## src/rtl/stdp_learning_engine.sv

```systemverilog
// -----------------------------------------------------------------------------
// stdp_learning_engine
//
// Synaptic learning stage that sits after the RPU controller. Between
// learning passes it tracks pre- and post-synaptic spike traces and
// accumulates a pending STDP weight change for every synapse. An
// enable_learning pulse starts a sweep that visits one synapse per cycle and
// folds its pending change into the stored weight with unsigned saturation.
// learn_done pulses once when the sweep ends and feeds the controller's done
// input.
//
// Optional build macro: STDP_UPDATE_COUNT_EN adds the update_count output,
// the number of synapses whose stored weight changed in the latest sweep.
//
// Ports:
//   clk              clock
//   rst              asynchronous active-high reset
//   pre_spike        per-synapse input spikes (one-cycle pulses)
//   post_spike       output-neuron spike
//   enable_learning  sweep request pulse (ignored while busy)
//   reset_neurons    clears all traces (pending changes are kept)
//   wr_en/wr_addr/wr_data  host weight write, honoured only in IDLE
//   rd_addr/rd_data  registered weight read, 1-cycle latency, 0 out of range
//   learn_busy       high in SWEEP and DONE
//   learn_done       one-cycle pulse in DONE
//   update_count     (STDP_UPDATE_COUNT_EN only) changed-weight count
// -----------------------------------------------------------------------------
module stdp_learning_engine #(
    parameter int N_SYN        = 8,
    parameter int W_WIDTH      = 8,
    parameter int T_WIDTH      = 4,
    parameter int DECAY_PERIOD = 4,
    parameter int LTP_SHIFT    = 1,
    parameter int LTD_SHIFT    = 2,
    parameter int W_INIT       = 0
) (
    input  logic                       clk,
    input  logic                       rst,
    input  logic [N_SYN-1:0]           pre_spike,
    input  logic                       post_spike,
    input  logic                       enable_learning,
    input  logic                       reset_neurons,
    input  logic                       wr_en,
    input  logic [$clog2(N_SYN)-1:0]   wr_addr,
    input  logic [W_WIDTH-1:0]         wr_data,
    input  logic [$clog2(N_SYN)-1:0]   rd_addr,
    output logic [W_WIDTH-1:0]         rd_data,
    output logic                       learn_busy,
    output logic                       learn_done
`ifdef STDP_UPDATE_COUNT_EN
    ,
    output logic [$clog2(N_SYN+1)-1:0] update_count
`endif
);

    localparam int A_W   = $clog2(N_SYN);
    localparam int ACC_W = W_WIDTH + 2;
    // Wide enough for acc + ltp - ltd without wrap before saturation.
    localparam int SUM_W = ((ACC_W > T_WIDTH + 1) ? ACC_W : T_WIDTH + 1) + 2;
    // Unsigned weight plus signed pending change.
    localparam int WS_W  = ACC_W + 1;
    localparam int PS_W  = (DECAY_PERIOD > 1) ? $clog2(DECAY_PERIOD) : 1;

    localparam logic signed [SUM_W-1:0] ACC_MAX_S = SUM_W'((2 ** (ACC_W - 1)) - 1);
    localparam logic signed [SUM_W-1:0] ACC_MIN_S = SUM_W'(-(2 ** (ACC_W - 1)));
    localparam logic signed [WS_W-1:0]  W_MAX_S   = WS_W'((2 ** W_WIDTH) - 1);

    typedef enum logic [1:0] {
        IDLE  = 2'd0,
        SWEEP = 2'd1,
        DONE  = 2'd2
    } state_t;

    state_t             state_reg, state_next;
    logic [A_W-1:0]     idx_reg, idx_next;
    logic [PS_W-1:0]    ps_cnt_reg;
    logic               tick;
    logic [T_WIDTH-1:0] post_trace_reg;
    logic               sweep_active;
    logic               wr_ok;

    logic [W_WIDTH-1:0]       w_cur   [N_SYN];
    logic signed [ACC_W-1:0]  acc_cur [N_SYN];

    logic [W_WIDTH-1:0]       cur_w;
    logic signed [ACC_W-1:0]  cur_acc;
    logic signed [WS_W-1:0]   w_sum;
    logic [W_WIDTH-1:0]       w_new;
    logic [W_WIDTH-1:0]       rd_mux;

    // Spike sets the trace to full scale, a decay tick lowers it by one with
    // a floor of zero, and a trace clear beats everything.
    function automatic logic [T_WIDTH-1:0] trace_update(
        input logic [T_WIDTH-1:0] cur,
        input logic               spike,
        input logic               clr,
        input logic               tk
    );
        if (clr)
            return '0;
        else if (spike)
            return '1;
        else if (tk && (cur != '0))
            return cur - T_WIDTH'(1);
        else
            return cur;
    endfunction

    // ------------------------------------------------------------------
    // Decay prescaler
    // ------------------------------------------------------------------
    assign tick = (ps_cnt_reg == PS_W'(DECAY_PERIOD - 1));

    always_ff @(posedge clk or posedge rst) begin
        if (rst)
            ps_cnt_reg <= '0;
        else if (tick)
            ps_cnt_reg <= '0;
        else
            ps_cnt_reg <= ps_cnt_reg + PS_W'(1);
    end

    always_ff @(posedge clk or posedge rst) begin
        if (rst)
            post_trace_reg <= '0;
        else
            post_trace_reg <= trace_update(post_trace_reg, post_spike, reset_neurons, tick);
    end

    // ------------------------------------------------------------------
    // Sweep FSM
    // ------------------------------------------------------------------
    always_ff @(posedge clk or posedge rst) begin
        if (rst) begin
            state_reg <= IDLE;
            idx_reg   <= '0;
        end else begin
            state_reg <= state_next;
            idx_reg   <= idx_next;
        end
    end

    always_comb begin
        state_next = state_reg;
        idx_next   = idx_reg;
        learn_busy = 1'b0;
        learn_done = 1'b0;
        case (state_reg)
            IDLE: begin
                if (enable_learning) begin
                    state_next = SWEEP;
                    idx_next   = '0;
                end
            end
            SWEEP: begin
                learn_busy = 1'b1;
                if (idx_reg == A_W'(N_SYN - 1)) begin
                    state_next = DONE;
                    idx_next   = '0;
                end else begin
                    idx_next = idx_reg + A_W'(1);
                end
            end
            DONE: begin
                learn_busy = 1'b1;
                learn_done = 1'b1;
                state_next = IDLE;
            end
            default: begin
                state_next = IDLE;
                idx_next   = '0;
            end
        endcase
    end

    assign sweep_active = (state_reg == SWEEP);
    assign wr_ok        = wr_en && (state_reg == IDLE);

    // ------------------------------------------------------------------
    // Weight update for the synapse currently addressed by the sweep
    // ------------------------------------------------------------------
    assign cur_w   = w_cur[idx_reg];
    assign cur_acc = acc_cur[idx_reg];

    always_comb begin
        w_sum = $signed(WS_W'({1'b0, cur_w})) + WS_W'(cur_acc);
        if (w_sum[WS_W-1])
            w_new = '0;
        else if (w_sum > W_MAX_S)
            w_new = '1;
        else
            w_new = w_sum[W_WIDTH-1:0];
    end

    // ------------------------------------------------------------------
    // Per-synapse trace, accumulator and weight
    // ------------------------------------------------------------------
    genvar gi;
    generate
        for (gi = 0; gi < N_SYN; gi++) begin : g_syn
            logic [W_WIDTH-1:0]      w_reg;
            logic signed [ACC_W-1:0] acc_reg, acc_next;
            logic [T_WIDTH-1:0]      pre_trace_reg;
            logic                    sel;
            logic signed [SUM_W-1:0] ltp, ltd, acc_base, acc_sum;

            assign sel = sweep_active && (idx_reg == A_W'(gi));

            // Both terms use the traces as they stand before this edge, so a
            // coincident pre+post pair on idle traces contributes nothing.
            // While this synapse is being swept its old total moves into the
            // weight, so only the current cycle's contribution is kept.
            always_comb begin
                ltp      = post_spike    ? SUM_W'(pre_trace_reg  >> LTP_SHIFT) : '0;
                ltd      = pre_spike[gi] ? SUM_W'(post_trace_reg >> LTD_SHIFT) : '0;
                acc_base = sel ? '0 : SUM_W'(acc_reg);
                acc_sum  = acc_base + ltp - ltd;
                if (acc_sum > ACC_MAX_S)
                    acc_next = ACC_W'(ACC_MAX_S);
                else if (acc_sum < ACC_MIN_S)
                    acc_next = ACC_W'(ACC_MIN_S);
                else
                    acc_next = acc_sum[ACC_W-1:0];
            end

            always_ff @(posedge clk or posedge rst) begin
                if (rst) begin
                    w_reg         <= W_WIDTH'(W_INIT);
                    acc_reg       <= '0;
                    pre_trace_reg <= '0;
                end else begin
                    pre_trace_reg <= trace_update(pre_trace_reg, pre_spike[gi], reset_neurons, tick);
                    acc_reg       <= acc_next;
                    if (sel)
                        w_reg <= w_new;
                    else if (wr_ok && (wr_addr == A_W'(gi)))
                        w_reg <= wr_data;
                end
            end

            assign w_cur[gi]   = w_reg;
            assign acc_cur[gi] = acc_reg;
        end
    endgenerate

    // ------------------------------------------------------------------
    // Registered read port; unmatched addresses read as zero
    // ------------------------------------------------------------------
    always_comb begin
        rd_mux = '0;
        for (int i = 0; i < N_SYN; i++) begin
            if (rd_addr == A_W'(i))
                rd_mux = w_cur[i];
        end
    end

    always_ff @(posedge clk or posedge rst) begin
        if (rst)
            rd_data <= '0;
        else
            rd_data <= rd_mux;
    end

`ifdef STDP_UPDATE_COUNT_EN
    localparam int UC_W = $clog2(N_SYN + 1);

    logic w_changed;
    assign w_changed = (w_new != cur_w);

    always_ff @(posedge clk or posedge rst) begin
        if (rst)
            update_count <= '0;
        else if ((state_reg == IDLE) && enable_learning)
            update_count <= '0;
        else if (sweep_active && w_changed)
            update_count <= update_count + UC_W'(1);
    end
`endif

endmodule
```

## config.mk

```make
export PLATFORM = sky130hd
export DESIGN_NAME = stdp_learning_engine
export DESIGN_NICKNAME = d
export VERILOG_FILES = /design/src/rtl/stdp_learning_engine.sv
export SDC_FILE = /design/constraint.sdc
export NUM_CORES = 1
export LEC_CHECK = 0
export ABC_AREA = 1
export CAP_MARGIN = 20
export CORE_MARGIN = 2
export CORE_UTILIZATION = 45
export DETAILED_ROUTE_END_ITERATION = 8
export DONT_BUFFER_PORTS = 1
export SYNTH_ARGS = -nofsm -noshare
export SYNTH_HDL_FRONTEND = slang
export SYNTH_SLANG_ARGS = --single-unit
export TNS_END_PERCENT = 10
```

## constraint.sdc

```tcl
create_clock -name clk -period 6.3 [get_ports clk]
set_input_delay 0.945 -clock clk [delete_from_list [all_inputs] [get_ports clk]]
set_output_delay 0.945 -clock clk [all_outputs]
set_load 0.005 [all_outputs]
```

==> impl_metrics.json <==
{
  "crit_slowest_cell": "inv_1",
  "required_ns": 6.64,
  "fin_cells": 2777,
  "rsz0062_at_grt": "no",
  "hold_buffers": 0,
  "initialDrtViolationCount": 941,
  "cts_max_path_buffers": 2,
  "start_util": 0.4586,
  "crit_fanout": 31,
  "ys_dominant_reg_cell": "dfrtp_1",
  "hold_viol": 0,
  "dpl.hpwl_um": 34910,
  "report.final.setup_viol": 0,
  "fmax_ghz": 0.2196,
  "clkSlewWorstSetupHoldPaths_ns": 0.09,
  "nets": 2478,
  "antenna_found_initial": 0,
  "drive_gt1_frac": 0.03747,
  "synth_warnings": 0,
  "drc_errors": 0,
  "cpMostUsedCell": "nand2_1",
  "firstDrtPassIters": 6,
  "layout_commonest_cell": "nand2_1",
  "grt_max_degree": 143,
  "grt_usage": 0.2539,
  "crit_path_max_incr_delay_ns": 0.83,
  "seq_area_frac_synth": 0.3073,
  "placementRows": 68,
  "async_flop_share": 1.000,
  "root_buffer": "clkbuf_16",
  "gp_congestion": 0.9317,
  "cts_made_buffers": 17,
  "largest_register_ff_count": 80,
  "cts_sinks": 195,
  "start_kind": "flip-flop",
  "synth.distinct_cells": 41,
  "grt_pass1_vias": 14040,
  "gr-total-overflow": 0,
  "syn_area_um2": 15880,
  "clk_latency_ns": 0.46,
  "drv_slew": 0,
  "min_period_ns": 4.553,
  "multi_input_area_um2": 9002,
  "worstMarginPinSlew_ns": 1.103,
  "area_growth_pct": 5.854,
  "worst-endpoint-arrival_ns": 4.89,
  "die_h_um": 191.8,
  "regArea_um2": 4881,
  "timing.hold.ws_ns": 0.3480,
  "num_io_pins": 38,
  "dp.cells": 2744,
  "n_antenna_cell": 0,
  "syn_area_per_cell_um2": 6.798,
  "tns_ns": 0,
  "core_area_um2": 34630,
  "final_cell_mix": "nand2_1 (678), inv_1 (458), dfrtp_1 (194), nor2_1 (161), ha_1 (124)",
  "grt_pass1_wl_um": 73310,
  "port_buffers": 0,
  "hold_class": "input pin to asynchronous set/reset pin",
  "route.detailed.wl_per_inst_um": 16.37,
  "status": "finished clean",
  "worst-setup-path-type": "flip-flop to flip-flop",
  "cts_resized": 0,
  "n_fill_cell": 3597,
  "end_kind": "flip-flop",
  "ant_nets": 0,
  "ctsHtreeMaxLevel": 4,
  "fin_skew_ns": 0.01835,
  "synth-edff-count": 0,
  "die_width_um": 191.8,
  "synth-seq-cells": 195,
  "dr_total_vias": 14740,
  "max_slew_margin": 0.2591,
  "fp.dieArea_um2": 36800,
  "cts_setup_buffers": 0,
  "crit_chain": "inv_1 > nand2_1 > nor2_2 > inv_1 > nand2_1 > inv_1 > fa_1 > ha_1 > nand2_1 > nor2_1 > nand3_1 > nand3_1 > nand2_1 > nand2_1 > a21o_1 > nand2_1",
  "wl_um": 45460,
  "finalCritPeriodShare": 0.7227,
  "post_drt_via_cell_ratio": 5.308,
  "cts_tree": "built",
  "drv_cap": 0,
  "syn_inst": 2336,
  "syn-num-nets": 2505
}
==> Yosys cell counts, types with 16 or more instances <==
| master | n | area [um^2] |
|---|---|---|
| a21oi_1 | 94 | 470.5 |
| clkbuf_1 | 25 | 93.84 |
| fa_1 | 17 | 340.3 |
| o22ai_1 | 94 | 588.1 |
| ha_1 | 124 | 1551 |
| nor2_1 | 161 | 604.3 |
| a21o_1 | 16 | 120.1 |
| nand2_1 | 678 | 2545 |
| nand3_1 | 89 | 445.4 |
| xor2_1 | 50 | 437.9 |
| nor3_1 | 28 | 140.1 |
| o21ai_0 | 119 | 595.6 |
| inv_1 | 459 | 1723 |
| nand4_1 | 25 | 156.4 |
| dfrtp_1 | 195 | 4880 |
| a31oi_1 | 37 | 231.5 |
==> critical path: cells and delay by family, from the launching register on <==
kind                     cells  cell delay [ns]
AND/OR/NAND/NOR             10             1.59
AO/OA/AOI/OAI                1             0.26
adder cells (fa/ha/maj)      2             0.81
buffers and inverters        3             1.21
flip-flops                   1             0.56
==> worst paths after layout <==
check / slack (ns) / cells past startpoint / endpoint / start
setup / recovery: 1.75 / 16 / g_syn[0].acc_reg[3]$_DFF_PP0_ / idx_reg[2]$_DFFE_PP0P_
hold / removal: 0.35 / 1 / rd_data[2]$_DFF_PP0_ / rst
min in group clk: 0.42 / 1 / ps_cnt_reg[0]$_DFF_PP0_ / ps_cnt_reg[0]$_DFF_PP0_
max in group asynchronous: 4.36 / 3 / g_syn[7].pre_trace_reg[1]$_DFFE_PP0P_ / rst
hold reg to reg: 0.42 / 1 / ps_cnt_reg[0]$_DFF_PP0_ / ps_cnt_reg[0]$_DFF_PP0_
setup reg to reg: 1.75 / 16 / g_syn[0].acc_reg[3]$_DFF_PP0_ / idx_reg[2]$_DFFE_PP0P_
==> kinds of logic (layout without fill, tap and decap cells) <==
family / count (synthesis) / count (layout) / share of synthesized area
xor+xnor: 59 / 59 / 0.03254
buf+inv: 515 / 501 / 0.1258
flops: 195 / 195 / 0.3073
compound gates: 410 / 410 / 0.1511
fa+ha+maj: 141 / 141 / 0.1191
simple gates: 1016 / 1016 / 0.2641
==> stage by stage <==
stage	instance area, um^2	setup WS [ns]	utilization
finish	16810	1.747	0.4854
global route	16810	1.312	0.4854
CTS	16780	1.788	0.4846
detailed placement	16240	1.817	0.4689
global placement	16240	1.848	0.4689
floorplan	15880	0.04275	-
==> metal layers <==
layer | vias up | routed length, um | GRT usage
li1 | 7391 | - | -
met1 | 6924 | 20600 | 0.3383
met2 | 362 | 21280 | 0.4220
met3 | 64 | 2329 | 0.03764
met4 | 0 | 1257 | 0.08402
met5 | - | 0 | 0
==> layout make-up <==
cell class,instances,share of cell area
Clock buffer,17,0.02531
Clock inverter,15,0.007146
Inverter,463,0.1038
Multi-Input combinational cell,1626,0.5356
Sequential cell,195,0.2904
Tap cell,455,0.03387
Timing Repair Buffer,6,0.003871
Power is not shown: default switching activity piles up to over one toggle a cycle in this logic, so the estimate is an artifact.
